===== src/rtl/btn_pkg.sv =====
// Shared types and helpers for the push-button conditioner.
// Holds the per-channel FSM state encoding and the counter width calculation.
package btn_pkg;

   typedef enum logic [1:0] {
      S_IDLE   = 2'd0,
      S_DB_ON  = 2'd1,
      S_HELD   = 2'd2,
      S_DB_OFF = 2'd3
   } btn_state_t;

   // Width needed to hold the largest of the three cycle counts.
   function automatic int cnt_width(input int a, input int b, input int c);
      int m;
      m = a;
      if (b > m) m = b;
      if (c > m) m = c;
      return $clog2(m + 1);
   endfunction

endpackage


===== src/rtl/btn_pulse_ch.sv =====
// One button channel: 2-FF synchroniser, debounce FSM, press/release pulses.
// Auto-repeat pulses are built only when BTN_AUTOREPEAT_EN is defined.
module btn_pulse_ch
   import btn_pkg::*;
#(
   parameter int DEBOUNCE_CYCLES = 250000,
   parameter int REPEAT_DELAY    = 12500000,
   parameter int REPEAT_PERIOD   = 2500000
) (
   input  logic i_clk,
   input  logic i_rst,
   input  logic i_button,
   output logic o_level,
   output logic o_pulse,
   output logic o_release,
   output logic o_pulse_nxt
);

   localparam int CNT_W = cnt_width(DEBOUNCE_CYCLES, REPEAT_DELAY, REPEAT_PERIOD);
   localparam logic [CNT_W-1:0] DB_LAST = CNT_W'(DEBOUNCE_CYCLES - 1);
   localparam logic [CNT_W-1:0] ONE     = CNT_W'(1);
   localparam bit               DB_ONE  = (DEBOUNCE_CYCLES == 1);

   logic [1:0]       sync_q;
   btn_state_t       state_q, state_d;
   logic [CNT_W-1:0] cnt_q, cnt_d;
   logic             level_q, level_d;
   logic             pulse_q, pulse_d;
   logic             release_q, release_d;
   logic             rep_pulse;
   logic             sync_w;

   assign sync_w = sync_q[1];

   always_comb begin
      state_d   = state_q;
      cnt_d     = cnt_q;
      level_d   = level_q;
      pulse_d   = 1'b0;
      release_d = 1'b0;
      case (state_q)
         S_IDLE: begin
            if (sync_w) begin
               if (DB_ONE) begin
                  state_d = S_HELD;
                  level_d = 1'b1;
                  pulse_d = 1'b1;
                  cnt_d   = '0;
               end else begin
                  state_d = S_DB_ON;
                  cnt_d   = ONE;
               end
            end else begin
               cnt_d = '0;
            end
         end
         S_DB_ON: begin
            if (!sync_w) begin
               state_d = S_IDLE;
               cnt_d   = '0;
            end else if (cnt_q == DB_LAST) begin
               state_d = S_HELD;
               level_d = 1'b1;
               pulse_d = 1'b1;
               cnt_d   = '0;
            end else begin
               cnt_d = cnt_q + ONE;
            end
         end
         S_HELD: begin
            if (!sync_w) begin
               if (DB_ONE) begin
                  state_d   = S_IDLE;
                  level_d   = 1'b0;
                  release_d = 1'b1;
                  cnt_d     = '0;
               end else begin
                  state_d = S_DB_OFF;
                  cnt_d   = ONE;
               end
            end
         end
         S_DB_OFF: begin
            if (sync_w) begin
               state_d = S_HELD;
               cnt_d   = '0;
            end else if (cnt_q == DB_LAST) begin
               state_d   = S_IDLE;
               level_d   = 1'b0;
               release_d = 1'b1;
               cnt_d     = '0;
            end else begin
               cnt_d = cnt_q + ONE;
            end
         end
         default: begin
            state_d = S_IDLE;
            cnt_d   = '0;
         end
      endcase
   end

`ifdef BTN_AUTOREPEAT_EN
   localparam logic [CNT_W-1:0] R_DELAY  = CNT_W'(REPEAT_DELAY);
   localparam logic [CNT_W-1:0] R_PERIOD = CNT_W'(REPEAT_PERIOD);

   logic [CNT_W-1:0] rcnt_q, rcnt_d, rcnt_inc;
   logic             started_q, started_d;

   // rcnt restarts from zero after each repeat; the target switches from the
   // initial delay to the period once the first repeat has fired.
   always_comb begin
      rcnt_d    = rcnt_q;
      started_d = started_q;
      rep_pulse = 1'b0;
      rcnt_inc  = rcnt_q + ONE;
      if (pulse_d || state_d == S_IDLE) begin
         rcnt_d    = '0;
         started_d = 1'b0;
      end else if (state_q == S_HELD && state_d == S_HELD) begin
         if (rcnt_inc == (started_q ? R_PERIOD : R_DELAY)) begin
            rep_pulse = 1'b1;
            rcnt_d    = '0;
            started_d = 1'b1;
         end else begin
            rcnt_d = rcnt_inc;
         end
      end
   end

   always_ff @(posedge i_clk) begin
      if (i_rst) begin
         rcnt_q    <= '0;
         started_q <= 1'b0;
      end else begin
         rcnt_q    <= rcnt_d;
         started_q <= started_d;
      end
   end
`else
   assign rep_pulse = 1'b0;
`endif

   always_ff @(posedge i_clk) begin
      if (i_rst) begin
         sync_q    <= '0;
         state_q   <= S_IDLE;
         cnt_q     <= '0;
         level_q   <= 1'b0;
         pulse_q   <= 1'b0;
         release_q <= 1'b0;
      end else begin
         sync_q    <= {sync_q[0], i_button};
         state_q   <= state_d;
         cnt_q     <= cnt_d;
         level_q   <= level_d;
         pulse_q   <= pulse_d | rep_pulse;
         release_q <= release_d;
      end
   end

   assign o_level     = level_q;
   assign o_pulse     = pulse_q;
   assign o_release   = release_q;
   assign o_pulse_nxt = pulse_d | rep_pulse;

endmodule


===== src/rtl/btn_pulse_array.sv =====
// N-channel push-button conditioner: independent debounced channels plus o_any.
// Optional auto-repeat enabled by defining BTN_AUTOREPEAT_EN.
module btn_pulse_array
   import btn_pkg::*;
#(
   parameter int NUM_CH          = 4,
   parameter int DEBOUNCE_CYCLES = 250000,
   parameter int REPEAT_DELAY    = 12500000,
   parameter int REPEAT_PERIOD   = 2500000
) (
   input  logic              i_clk,
   input  logic              i_rst,
   input  logic [NUM_CH-1:0] i_button,
   output logic [NUM_CH-1:0] o_level,
   output logic [NUM_CH-1:0] o_pulse,
   output logic [NUM_CH-1:0] o_release,
   output logic              o_any
);

   logic [NUM_CH-1:0] pulse_nxt;
   logic              any_q;

   generate
      for (genvar gi = 0; gi < NUM_CH; gi++) begin : g_ch
         btn_pulse_ch #(
            .DEBOUNCE_CYCLES (DEBOUNCE_CYCLES),
            .REPEAT_DELAY    (REPEAT_DELAY),
            .REPEAT_PERIOD   (REPEAT_PERIOD)
         ) u_ch (
            .i_clk       (i_clk),
            .i_rst       (i_rst),
            .i_button    (i_button[gi]),
            .o_level     (o_level[gi]),
            .o_pulse     (o_pulse[gi]),
            .o_release   (o_release[gi]),
            .o_pulse_nxt (pulse_nxt[gi])
         );
      end
   endgenerate

   // Registered from the channels' next-pulse terms so it lines up with o_pulse.
   always_ff @(posedge i_clk) begin
      if (i_rst) any_q <= 1'b0;
      else       any_q <= |pulse_nxt;
   end

   assign o_any = any_q;

endmodule


===== config.mk =====
export PLATFORM = sky130hd
export DESIGN_NAME = btn_pulse_array
export DESIGN_NICKNAME = d
export VERILOG_FILES = /design/src/rtl/btn_pkg.sv /design/src/rtl/btn_pulse_ch.sv /design/src/rtl/btn_pulse_array.sv
export SDC_FILE = /design/constraint.sdc
export NUM_CORES = 1
export LEC_CHECK = 0
export CAP_MARGIN = 15
export CORE_MARGIN = 2
export CORE_UTILIZATION = 43
export DETAILED_ROUTE_END_ITERATION = 7
export GPL_ROUTABILITY_DRIVEN = 1
export MAX_ROUTING_LAYER = met4
export PLACE_DENSITY = 0.57
export SLEW_MARGIN = 20
export SYNTH_ARGS = -nofsm -noshare
export SYNTH_HDL_FRONTEND = slang
export SYNTH_SLANG_ARGS = --single-unit
export TNS_END_PERCENT = 20

===== constraint.sdc =====
create_clock -name i_clk -period 5.1 [get_ports i_clk]
set_input_delay 0.765 -clock i_clk [delete_from_list [all_inputs] [get_ports i_clk]]
set_output_delay 0.765 -clock i_clk [all_outputs]
set_load 0.03 [all_outputs]

==> results.md, run 1 <==
- Status: finished, final reports clean
- Area grow syn2layout: 12.4%
- Post-DP HPWL: between 9 and 10 mm
- Post-synth EDFFs: 0
- Worst EP arrival: approximately 2.9 ns
- Yosys reg bits: 125
- Non-filler cells, final: approximately 940
- Post-CTS Resized: 0
- Crit path launch: g_ch[3].u_ch.cnt_q[20]
- Clk Latency, worst-skew pair: about 0.42 ns
- M1 WL: a little under 7 mm
- Leakage power: approximately 0.0023 µW
- Logic pwr share: 0.020
- Top routing layer used: met4
- Int Power: 1780 µW
- Critical path class: register to register
- Clock Tree Buf Depth: 2
- Setup bufs post-CTS: 0
- TritonCTS clock tree: done
- Worst hold path type: register to register
- Hold buffers post-CTS: 0
- CP Launch Type: register
- Placed cells: 912
- Vias in the first global route: 5144
- Layout cells sized above 1: 0.0659
- Crit path time final: 2.55 ns
- Clock Pin Slew Worst Setup and Hold Paths: around 0.05 ns
- Net switching power figure: 463 µW
- Slew Viols, Final: 0
- Initial antenna violation count: 0
- Required time worst endpoint: 5.42 ns
- Die span in y: 125 µm
- Die W: roughly 120 µm
- Setup Skew: 0.00675 ns
- CTS root buffer: clkbuf_16
- Vias/cell: roughly 5.7
- Num ports: 19
- Routed vias: 5400
- Core Rows: 44
- Crit path cell chain: or3_1, or3_1, o21bai_1, a21o_1, and3b_1
- Clock sink count: 125
- Initial DRC count: between 400 and 500
- FMAX: ~390 MHz
- Largest net degree at the start of global routing: 40
- Sequential fraction of the synthesis area: 0.399
- Core area: roughly 14000 µm²
- Hold Vio Cnt, Final: 0
- Final wirelength: about 14 mm
- Most frequent cell on the critical path: or3_1
- Synth top cells by count: 125 x dfxtp_1, 82 x nor2_1, 63 x nand2_1
- Pre-Repair DR Iteration Count: 5
- Share of total power in sequential cells: 0.443
- Syn nets: 763
- Gate Count Post-Synth: 753
- Yosys warns: 0
- Final period util: 0.500
- Least-Margin Pin Slew: ~1.1 ns
- Count leader, synth: dfxtp_1
- FFs w/ async S/R, synth: 0
- Reg2reg setup slack: 2.55 ns
- Antenna viol nets, final: 0
- Gp weighted congestion: 0.864
- Routed WL per cell: 15.0 µm
- Total gr overflow: 0
- Nets: around 760
- Ranking of synthesized cells by area: dfxtp_1 40%, nor2_1 4.9%, xor2_1 4.5%
- Slew HR: 0.278
- Die area: 15600 µm²
- First-pass GRT wire length: around 24 mm
- CP max FO: 23
- Reg-to-reg endpoint: g_ch[3].u_ch.cnt_q[11]
- Reg2reg path depth: 5
- Max Cap Viol: 0
- Syn avg cell area: 8.34 µm²
- Synth top area share: 0.399
- Register area: 2500 µm²
- Worst flop-to-flop path startpoint: g_ch[3].u_ch.cnt_q[20]
- H-tree levels: 4
- ANT cells: 0
- Yosys cell types: 67
- Largest area contributor in the netlist: dfxtp_1
- Setup TNS: 0 ns
- Fillers: 1387
- Area of the multi-input gates: 3470 µm²
- Met2 wire len: 6.43 mm
- Final setup vio count: 0
- CP Capture Type: register
- Port bufs: 18
- Net Sw Frac: 0.206
- Routed wl met3: 536 µm
- Pwr dens: about 320 nW/µm²
- Synth Flop Type: dfxtp_1
- Worst path slowest cell: a21o_1
- Drc violations: 0
- Max rail drop VDD: 0.250 mV
- CP peak stage delay: 0.67 ns
- RSZ-0062 raised after global routing: no
- CTS Buf Count: 17
- Initial core utilization: 0.435
- Gr usage total: 0.194
- Clk pwr share: 0.537
- Mapped Area: 6280 µm²
- CP endpoint: g_ch[3].u_ch.cnt_q[11]
## worst min path at each step
stage / endpoint / start / slack (ns) / cells past startpoint
after floorplan: g_ch[0].u_ch.sync_q[1] / g_ch[0].u_ch.sync_q[0] / 0.41 / 1
after global placement: g_ch[2].u_ch.sync_q[1] / g_ch[2].u_ch.sync_q[0] / 0.42 / 1
after detailed placement: g_ch[2].u_ch.sync_q[1] / g_ch[2].u_ch.sync_q[0] / 0.43 / 1
after CTS: g_ch[2].u_ch.sync_q[1] / g_ch[2].u_ch.sync_q[0] / 0.44 / 1
after global routing: g_ch[1].u_ch.sync_q[1] / g_ch[1].u_ch.sync_q[0] / 0.46 / 1
final: g_ch[2].u_ch.sync_q[1] / g_ch[2].u_ch.sync_q[0] / 0.44 / 1
## state kept, by name, indices dropped and copies added (netlist names), named ones only
| name | count |
|---|---|
| g_ch.u_ch.o_release | 4 |
| g_ch.u_ch.state_q | 4 |
| g_ch.u_ch.o_pulse | 4 |
| o_any | 1 |
| g_ch.u_ch.cnt_q | 96 |
| g_ch.u_ch.o_level | 4 |
| g_ch.u_ch.sync_q | 8 |
## stage by stage
stage | area [µm²] | hold slack (ns) | setup WS (ns) | util | power [µW]
after global routing | 7050 | 0.459 | 2.22 | 0.489 | 2320
after CTS | 7050 | 0.439 | 2.51 | 0.489 | 2270
final | 7050 | 0.436 | 2.55 | 0.489 | 2240
after detailed placement | 6470 | 0.426 | 2.18 | 0.448 | 1060
after floorplan | 6280 | 0.414 | 3.12 | - | 1050
after global placement | 6460 | 0.424 | 2.18 | 0.448 | 1060
## worst max-delay path: cells and delay by family, from the launching register on
kind               cells  cell delay (ns)
AOI/OAI and AO/OA      2             1.09
DFF                    1             0.34
and+or+nand+nor        3             1.02
## placed cells by master, fill, tap and decap left out, types with 5 or more instances in the layout
master,count
nor2_1,82
mux2i_1,7
o21ai_0,18
a31oi_1,34
and2_1,9
and4_1,11
nor3_1,14
nor4b_1,7
or4_1,8
or3_1,11
xor2_1,32
and3_1,25
nand3b_1,12
clkbuf_16,17
xnor2_1,15
nor4_1,16
nand3_1,52
nand4_1,42
dfxtp_1,125
clkdlybuf4s50_1,17
clkbuf_8,5
nor2b_1,13
nand2_1,63
inv_1,19
a21oi_1,15
nand4b_1,5
## power by group through the flow
stage                     Combinational, µW  Sequential [µW]  Clock, µW
after floorplan                        38.3             1010          0
after global placement                 44.2             1020          0
after detailed placement               45.5             1020          0
after CTS                              45.7              994       1230
after global routing                   49.4              995       1270
final                                  45.2              994       1200
## cell type report
cell class,instances,share of cell area
Clock buffer,25,0.0717
Multi-Input combinational cell,564,0.492
Inverter,19,0.0101
Timing Repair Buffer,20,0.0270
Sequential cell,125,0.355
Clock inverter,6,0.0117
Tap cell,184,0.0326
## kinds of logic (layout without fill, tap and decap cells)
kind of cell | count (synthesis) | count (layout) | synth area share
AND/OR/NAND/NOR | 394 | 394 | 0.349
flip-flops | 125 | 125 | 0.399
AO/OA/AOI/OAI | 112 | 112 | 0.118
buffers and inverters | 64 | 70 | 0.0500
XOR/XNOR | 47 | 47 | 0.0656
multiplexers | 7 | 7 | 0.0112
adder cells (fa/ha/maj) | 4 | 4 | 0.00797
## per-layer routing
| layer | up-vias | track usage |
|---|---|---|
| met1 | 2532 | 0.251 |
| met2 | 94 | 0.295 |
| met3 | 21 | 0.0528 |
| met4 | 0 | 0.0634 |
| met5 | - | - |
| li1 | 2753 | - |
No activity file was read; power rests on OpenSTA's default activity.
==> inputs of run 2 (changes only) <==
Settings changed: PLACE_DENSITY 0.57 to 0.59.
Clock period 5.1 ns to 2.3 ns, I/O delays scaled along.
==> run 2 against run 1 <==
Against the previous run: final area is 3.5% higher; die area stayed put; first-iteration DRC count grew 6.2%; clock skew up 0.00099 ns; sequential power is 120% higher.
==> results.md, run 2 (synthesized netlist as in run 1, its figures left out) <==
- CTS root buffer: clkbuf_16
- Max Cap Viol: 0
- Die W: between 100 and 150 µm
- Worst path slowest cell: or4b_2
- Initial core utilization: 0.435
- H-tree levels: 4
- Post-DP HPWL: 10.2 mm
- Leakage power: 0.00250 µW
- Reg2reg path depth: 6
- Clock sink count: 125
- GRT met2 Usage: 0.312
- Initial antenna violation count: 0
- Pwr dens: 683 nW/µm²
- Max rail drop VDD: 0.512 mV
- Net switching power figure: 1020 µW
- Clock Tree Buf Depth: 2
- Antenna viol nets, final: 0
- Setup TNS: 0 ns
- Total gr overflow: 0
- GR Util met3: 0.0473
- Vias/cell: about 5.8
- Worst EP arrival: 2.53 ns
- Layout cells sized above 1: 0.103
- ANT cells: 0
- Int Power: 3970 µW
- Core Rows: 44
- Setup Skew: slightly below 0.008 ns
- Net Sw Frac: 0.203
- Hold Path Stages: 2
- Largest net degree at the start of global routing: 39
- Slew Viols, Final: 0
- Non-filler cells, final: slightly below 1000
- Hold buffers post-CTS: 0
- CP peak stage delay: 0.72 ns
- Grt peak-use layer: met2
- Commonest non-fill, non-tap cell in the layout: dfxtp_1
- Min Hold Slack: around 0.22 ns
- Routed vias: 5619
- Gr usage total: 0.201
- CP max FO: 13
- Share of total power in sequential cells: 0.442
- Drc violations: 0
- CP Capture Type: register
- Routed WL per cell: 15.2 µm
- Status: finished, final reports clean
- Area grow syn2layout: 16.3%
- Nets: slightly below 800
- Final period util: 0.966
- Placed cells: approximately 940
- Least-Margin Pin Slew: 0.536 ns
- Logic pwr share: 0.022
- First-pass GRT wire length: approximately 25 mm
- Slew HR: 0.640
- RSZ-0062 raised after global routing: yes
- Hold Vio Cnt, Final: 0
- Num ports: 19
- Pre-Repair DR Iteration Count: 6
- Crit path time final: 2.22 ns
- Initial DRC count: 463
- Die area: 15600 µm²
- Critical path class: register to register
- Max reg flops: 96
- Worst hold path type: input pin to register
- TritonCTS clock tree: done
- Clock Pin Slew Worst Setup and Hold Paths: 0.05 ns
- Commonest non-fill, non-tap cells in the layout: 124 x dfxtp_1, 82 x nor2_1, 63 x nand2_1, 51 x nand3_1, 42 x nand4_1
- Clk Latency, worst-skew pair: 0.43 ns
- Top reg by flops: g_ch.u_ch.cnt_q
- Clk pwr share: 0.536
- CP Launch Type: register
- Required time worst endpoint: 2.60 ns
- Final setup vio count: 0
- CTS Buf Count: 17
- Port bufs: 18
- FMAX: around 450 MHz
- Design Power: 4990 µW
- Crit path cell chain: or4b_2, nor4_4, a21oi_4, buf_4, a31oi_1, mux2i_1
- Top flop regs: g_ch.u_ch.cnt_q (96), g_ch.u_ch.sync_q (8)
- Met1 Track Usage GR: 0.254
- Gp weighted congestion: 0.934
- Vias in the first global route: 5350
- Core area: 14400 µm²
- Final wirelength: 14.8 mm
- Die span in y: 125 µm
==> run 2: worst max-delay path: cells and delay by family, from the launching register on <==
kind	cells	cell delay (ns)
AOI/OAI and AO/OA	2	0.34
buffers and inverters	1	0.21
DFF	1	0.35
muxes	1	0.09
and+or+nand+nor	2	1.10
==> run 2: path summary, 6_finish.rpt <==
check	startpoint	to	slack [ns]
hold reg to reg	g_ch[2].u_ch.sync_q[0]	g_ch[2].u_ch.sync_q[1]	0.44
hold / removal	i_rst	g_ch[0].u_ch.sync_q[1]	0.22
setup reg to reg	g_ch[2].u_ch.cnt_q[11]	g_ch[2].u_ch.cnt_q[17]	0.08
setup / recovery	g_ch[2].u_ch.cnt_q[11]	g_ch[2].u_ch.cnt_q[17]	0.08
==> run 2: timing repair <==
item,CTS,global route
setup buffers,0,2
endpoints found under the setup margin,0,1
resized for setup,0,5
==> run 2: metal layers <==
metal,share of wire,up-vias,routed length (µm)
li1,-,2809,-
met1,0.48,2680,7080
met2,0.46,100,6850
met3,0.034,30,504
met4,0.023,0,337
met5,0,-,0
==> run 2: through the flow <==
step	setup WS, ns	utilization	cell area (µm²)
floorplan	0.315	-	6280
global placement	0.262	0.463	6680
detailed placement	0.203	0.463	6680
CTS	0.171	0.503	7260
global route	-0.0112	0.506	7300
finish	0.0782	0.506	7300
==> run 2: layout make-up <==
class                      count  area [µm²]
sequential                   125        2500
multi-input combinational    564        3490
timing repair buffer          49         420
tap                          184         230
clock inverter                 8         115
fill                        1366        7120
clock buffer                  23         468
inverter                      19        71.3
==> run 2: power by group through the flow <==
stage | sequential, µW | clock [µW] | combinational [µW]
6_report | 2200 | 2670 | 112
3_5_place_dp | 2250 | 0 | 112
5_1_grt | 2210 | 2840 | 121
3_3_place_gp | 2250 | 0 | 109
2_1_floorplan | 2240 | 0 | 85.0
4_1_cts | 2200 | 2730 | 112
==> inputs of run 3 (changes only) <==
Settings changed: MAX_ROUTING_LAYER met4 to default.
==> run 3 against run 2 <==
Against the previous run: routed wire length shrank 0.65%; final area is essentially flat; via count grew 1.0%; critical path depth is the same; final cell count shrank 0.41%; worst hold slack lost 0.0036 ns; combinational power is essentially flat; die area is the same; core utilization is essentially flat; critical endpoint is now g_ch[2].u_ch.cnt_q[18]; largest cell class unchanged.
==> results.md, run 3 (synthesized netlist as in run 1, its figures left out) <==
- Design Power: 5160 µW
- Max reg flops: 96
- Final period util: 0.918
- Critical path class: register to register
- Reg2reg path depth: 6
- Initial antenna violation count: 0
- Commonest non-fill, non-tap cell in the layout: dfxtp_1
- Commonest non-fill, non-tap cells in the layout: 125 x dfxtp_1, 82 x nor2_1, 63 x nand2_1, 52 x nand3_1, 42 x nand4_1
- Antenna viol nets, final: 0
- Die span in y: 125 µm
- Clock Tree Buf Depth: 2
- Gp weighted congestion: 0.923
- Total gr overflow: 0
- Final setup vio count: 0
- Layout cells sized above 1: 0.0982
- CTS root buffer: clkbuf_16
- Slew HR: 0.641
- Max rail drop VDD: 0.603 mV
- CP max FO: 13
- Setup TNS: 0 ns
- Port bufs: 18
- RSZ-0062 raised after global routing: no
- Pwr dens: around 710 nW/µm²
- Leakage power: 0.00250 µW
- Final core utilization: 0.506
- H-tree levels: 4
- Status: finished, final reports clean
- Clock sink count: 125
- Drc violations: 0
- Num ports: 19
- Routed WL per cell: 15.2 µm
- Crit path time final: 2.11 ns
- Hold Vio Cnt, Final: 0
- Top reg by flops: g_ch.u_ch.cnt_q
- GR Util met3: 0.0481
- FMAX: 474 MHz
- Setup Skew: 0.00925 ns
- ANT cells: 0
- Post-DP HPWL: approximately 10 mm
- Clock Pin Slew Worst Setup and Hold Paths: roughly 0.060 ns
- Placed cells: roughly 940
- Initial DRC count: ~430
- First-pass GRT wire length: 25.8 mm
- GRT met2 Usage: 0.326
- Largest net degree at the start of global routing: 39
- Max Cap Viol: 0
- Final wirelength: 14.7 mm
- Core area: 14400 µm²
- Hold buffers post-CTS: 0
- Clk Latency, worst-skew pair: 0.42 ns
- DP Area: around 6700 µm²
- Vias/cell: 5.86
- Routed vias: 5675
- Post-CTS Resized: 0
- Design area: 7300 µm²
- Hold Path Stages: 2
- Non-filler cells, final: roughly 970
- Worst hold path type: input pin to register
- CP Launch Type: register
- Grt peak-use layer: met2
- CP Capture Type: register
- TritonCTS clock tree: done
- Die area: 15600 µm²
- Die W: 125 µm
- Top flop regs: g_ch.u_ch.cnt_q (96), g_ch.u_ch.sync_q (8)
- Core Rows: 44
- Vias in the first global route: 5398
- Worst EP arrival: 2.41 ns
- CTS Buf Count: 17
- Initial core utilization: 0.435
- Area grow syn2layout: 16.2%
- Setup bufs post-CTS: 0
- Least-Margin Pin Slew: between 0.5 and 0.6 ns
- Gr usage total: 0.198
- Pre-Repair DR Iteration Count: 5
- Nets: 783
- Met1 Track Usage GR: 0.253
- Slew Viols, Final: 0
- Required time worst endpoint: 2.60 ns
==> run 3: cell count changes in the layout (fill, tap and decap cells not counted), sizes merged <==
cell and change:
clkbuf +1, clkinv -2, buf -3
==> run 3: power by group <==
| group | switching [µW] | internal, µW | leakage (µW) | total [µW] |
|---|---|---|---|---|
| logic | 64.0 | 45.4 | 0.00118 | 109 |
| clock network | 955 | 1890 | 0.000314 | 2840 |
| registers | 18.1 | 2190 | 0.00101 | 2200 |
==> run 3: metal layers <==
layer	vias up	routed length, µm
li1	2801	-
met1	2738	6940
met2	113	6960
met3	23	541
met4	0	234
met5	-	0
==> run 3: metrics by stage <==
step | hold slack, ns | worst slack [ns]
floorplan | 0.414 | 0.315
finish | 0.214 | 0.190
global placement | 0.428 | 0.253
global route | 0.212 | 0.0579
detailed placement | 0.440 | 0.202
CTS | 0.200 | 0.184
==> run 3: final cells by class <==
cell class	count	area, µm²
flip-flops and latches	125	2500
fillers	1388	7130
multi-input cells	564	3470
clock buffers	24	522
well taps	184	230
clock inverters	6	105
inverters	19	71.3
repair buffers	46	398
==> run 3: final timing paths <==
| kind | startpoint | endpoint | slack, ns |
|---|---|---|---|
| max | g_ch[2].u_ch.cnt_q[7] | g_ch[2].u_ch.cnt_q[18] | 0.19 |
| min | i_rst | register | 0.21 |
| max reg2reg | g_ch[2].u_ch.cnt_q[7] | g_ch[2].u_ch.cnt_q[18] | 0.19 |
| min reg2reg | g_ch[1].u_ch.sync_q[0] | g_ch[1].u_ch.sync_q[1] | 0.44 |
==> run 3: critical path, cell delays in order (launching register included) <==
cell and delay [ns]:
dfxtp_1 0.43, or4b_2 0.65, nor4_4 0.25, a21oi_2 0.18, buf_4 0.22, a31oi_1 0.16, o21ai_0 0.10
==> RTL change (settings of run 3) <==
The option `BTN_AUTOREPEAT_EN` is turned on by a define.
--- a/src/rtl/btn_pulse_ch.sv
+++ b/src/rtl/btn_pulse_ch.sv
@@ -2,2 +2,4 @@
 // Auto-repeat pulses are built only when BTN_AUTOREPEAT_EN is defined.
+`define BTN_AUTOREPEAT_EN
+
 module btn_pulse_ch
Formal check against the unedited RTL: same outputs for any inputs over 10 cycles, from zero or initial values and one cycle with i_rst high; that may be too few to reach the edited logic, so the function may still have changed.
==> RTL change against run 3 <==
- the run now ends with setup timing left
- final area grew to 2.5 times the old value
- global-route usage grew 3.2 points
- sequential cell count rose by 100
- power increased by 57%
- worst setup slack worse by 850 ps
- critical path depth is 5 higher
- routed wire length grew to 2.7 times the old value
- synthesized area up 110%
- worst hold slack worse by 34 ps
- critical endpoint is now g_ch[1].u_ch.rcnt_q[5]
==> RTL change: results (changes against run 3) <==
- Top post-synthesis cells by area: dfxtp_1 (34%), nor2_1 (6.3%), nand2_1 (5.4%), a21oi_1 (5.0%), o21ai_0 (4.5%) (was dfxtp_1 (40%), nor2_1 (4.9%), xor2_1 (4.5%), nand4_1 (4.2%), nand3_1 (4.1%))
- Clock buf count: 39 (was 24)
- Share of cells above drive strength 1: 32.4% (was 9.82%)
- Global-route wire length before repair: 64.7 mm (was 25.8 mm)
- M1 GR Usage: 30.9% (was 25.3%)
- Non-clock buffer share: 18.5% (was 5.45%)
- Clock group power: 0.00409 W (was 0.00284 W)
- Gr usage total: 23.0% (was 19.8%)
- Fill count: 2706 (was 1388)
- Status: finished with violations (was complete, no violations)
- DR vias: 14.2k (was 5675)
- Syn nets: 1812 (was 763)
- Peak supply drop: 0.000539 V (was 0.000603 V)
- Placer Congestion: 0.917 (was 0.923)
- Worst setup margin: -665 ps (was 190 ps)
- Sw Pwr: 0.00180 W (was 0.00104 W)
- Multi-input logic area: 9040 um^2 (was 3470 um^2)
- Met2 usage: 39.3% (was 32.6%)
- Detailed Route WL: 39.0 mm (was 14.7 mm)
- Nonclk buf count: 425 (was 46)
- Fin nets: 2117 (was 783)
- 1st-iter DRT viols: 1015 (was 431)
- Crit Path Max Fanout: 7 (was 13)
- Clk_skew: 18.7 ps (was 9.25 ps)
- First drt pass iteration count: 6 (was 5)
- Setup-failing EPs final: 76 (was 0)
- Worst-Skew Late Latency: 550 ps (was 420 ps)
- Total power: 0.00811 W (was 0.00516 W)
- Failing checks: setup timing
- Netlist cell types: 76 (was 67)
## RTL change: worst paths after layout
kind | from | to | slack, ps | cells past startpoint
hold / removal | i_rst | g_ch[0].u_ch.cnt_q[2] | 180 | 2
hold reg to reg | g_ch[0].u_ch.sync_q[0] | g_ch[0].u_ch.sync_q[1] | 430 | 1
setup / recovery | g_ch[1].u_ch.rcnt_q[5] | g_ch[1].u_ch.rcnt_q[5] | -660 | 11
setup reg to reg | g_ch[1].u_ch.rcnt_q[5] | g_ch[1].u_ch.rcnt_q[5] | -660 | 11
## RTL change: cells by family (layout without fill, tap and decap cells)
family                   count (synthesis)  after routing  synth area share, %
buffers and inverters                  169            493                 5.85
AO/OA/AOI/OAI                          404            404                 18.7
flip-flops                             225            225                 33.9
XOR/XNOR                                72             72                 4.74
AND/OR/NAND/NOR                        899            900                 34.7
adder cells (fa/ha/maj)                 13             13                 1.20
multiplexers                            12             12                0.941
## RTL change: routing by layer
layer  share of wire (%)  vias up
met5                   0        -
met4                 2.0        0
met3                 3.4       61
met2                  48      241
met1                  47     6811
li1                    -     7126
## RTL change: metrics by stage
stage,cell area (um^2),setup TNS [ps],std cells,hold WS (ps)
3_5_place_dp,16300,-39510,2429,428
5_1_grt,18500,-41690,2515,166
4_1_cts,18000,-28770,2508,162
6_report,18500,-32300,2515,181
3_3_place_gp,16300,-34830,2429,425
2_1_floorplan,13600,-30670,1794,414
## RTL change: timing repair
action / 4_1_cts / 5_1_grt
buffers inserted: 29 / 9
gates resized for setup: 166 / 90
pin swaps: 74 / 56
cloned: 2 / 0
setup endpoints to repair: 134 / 157
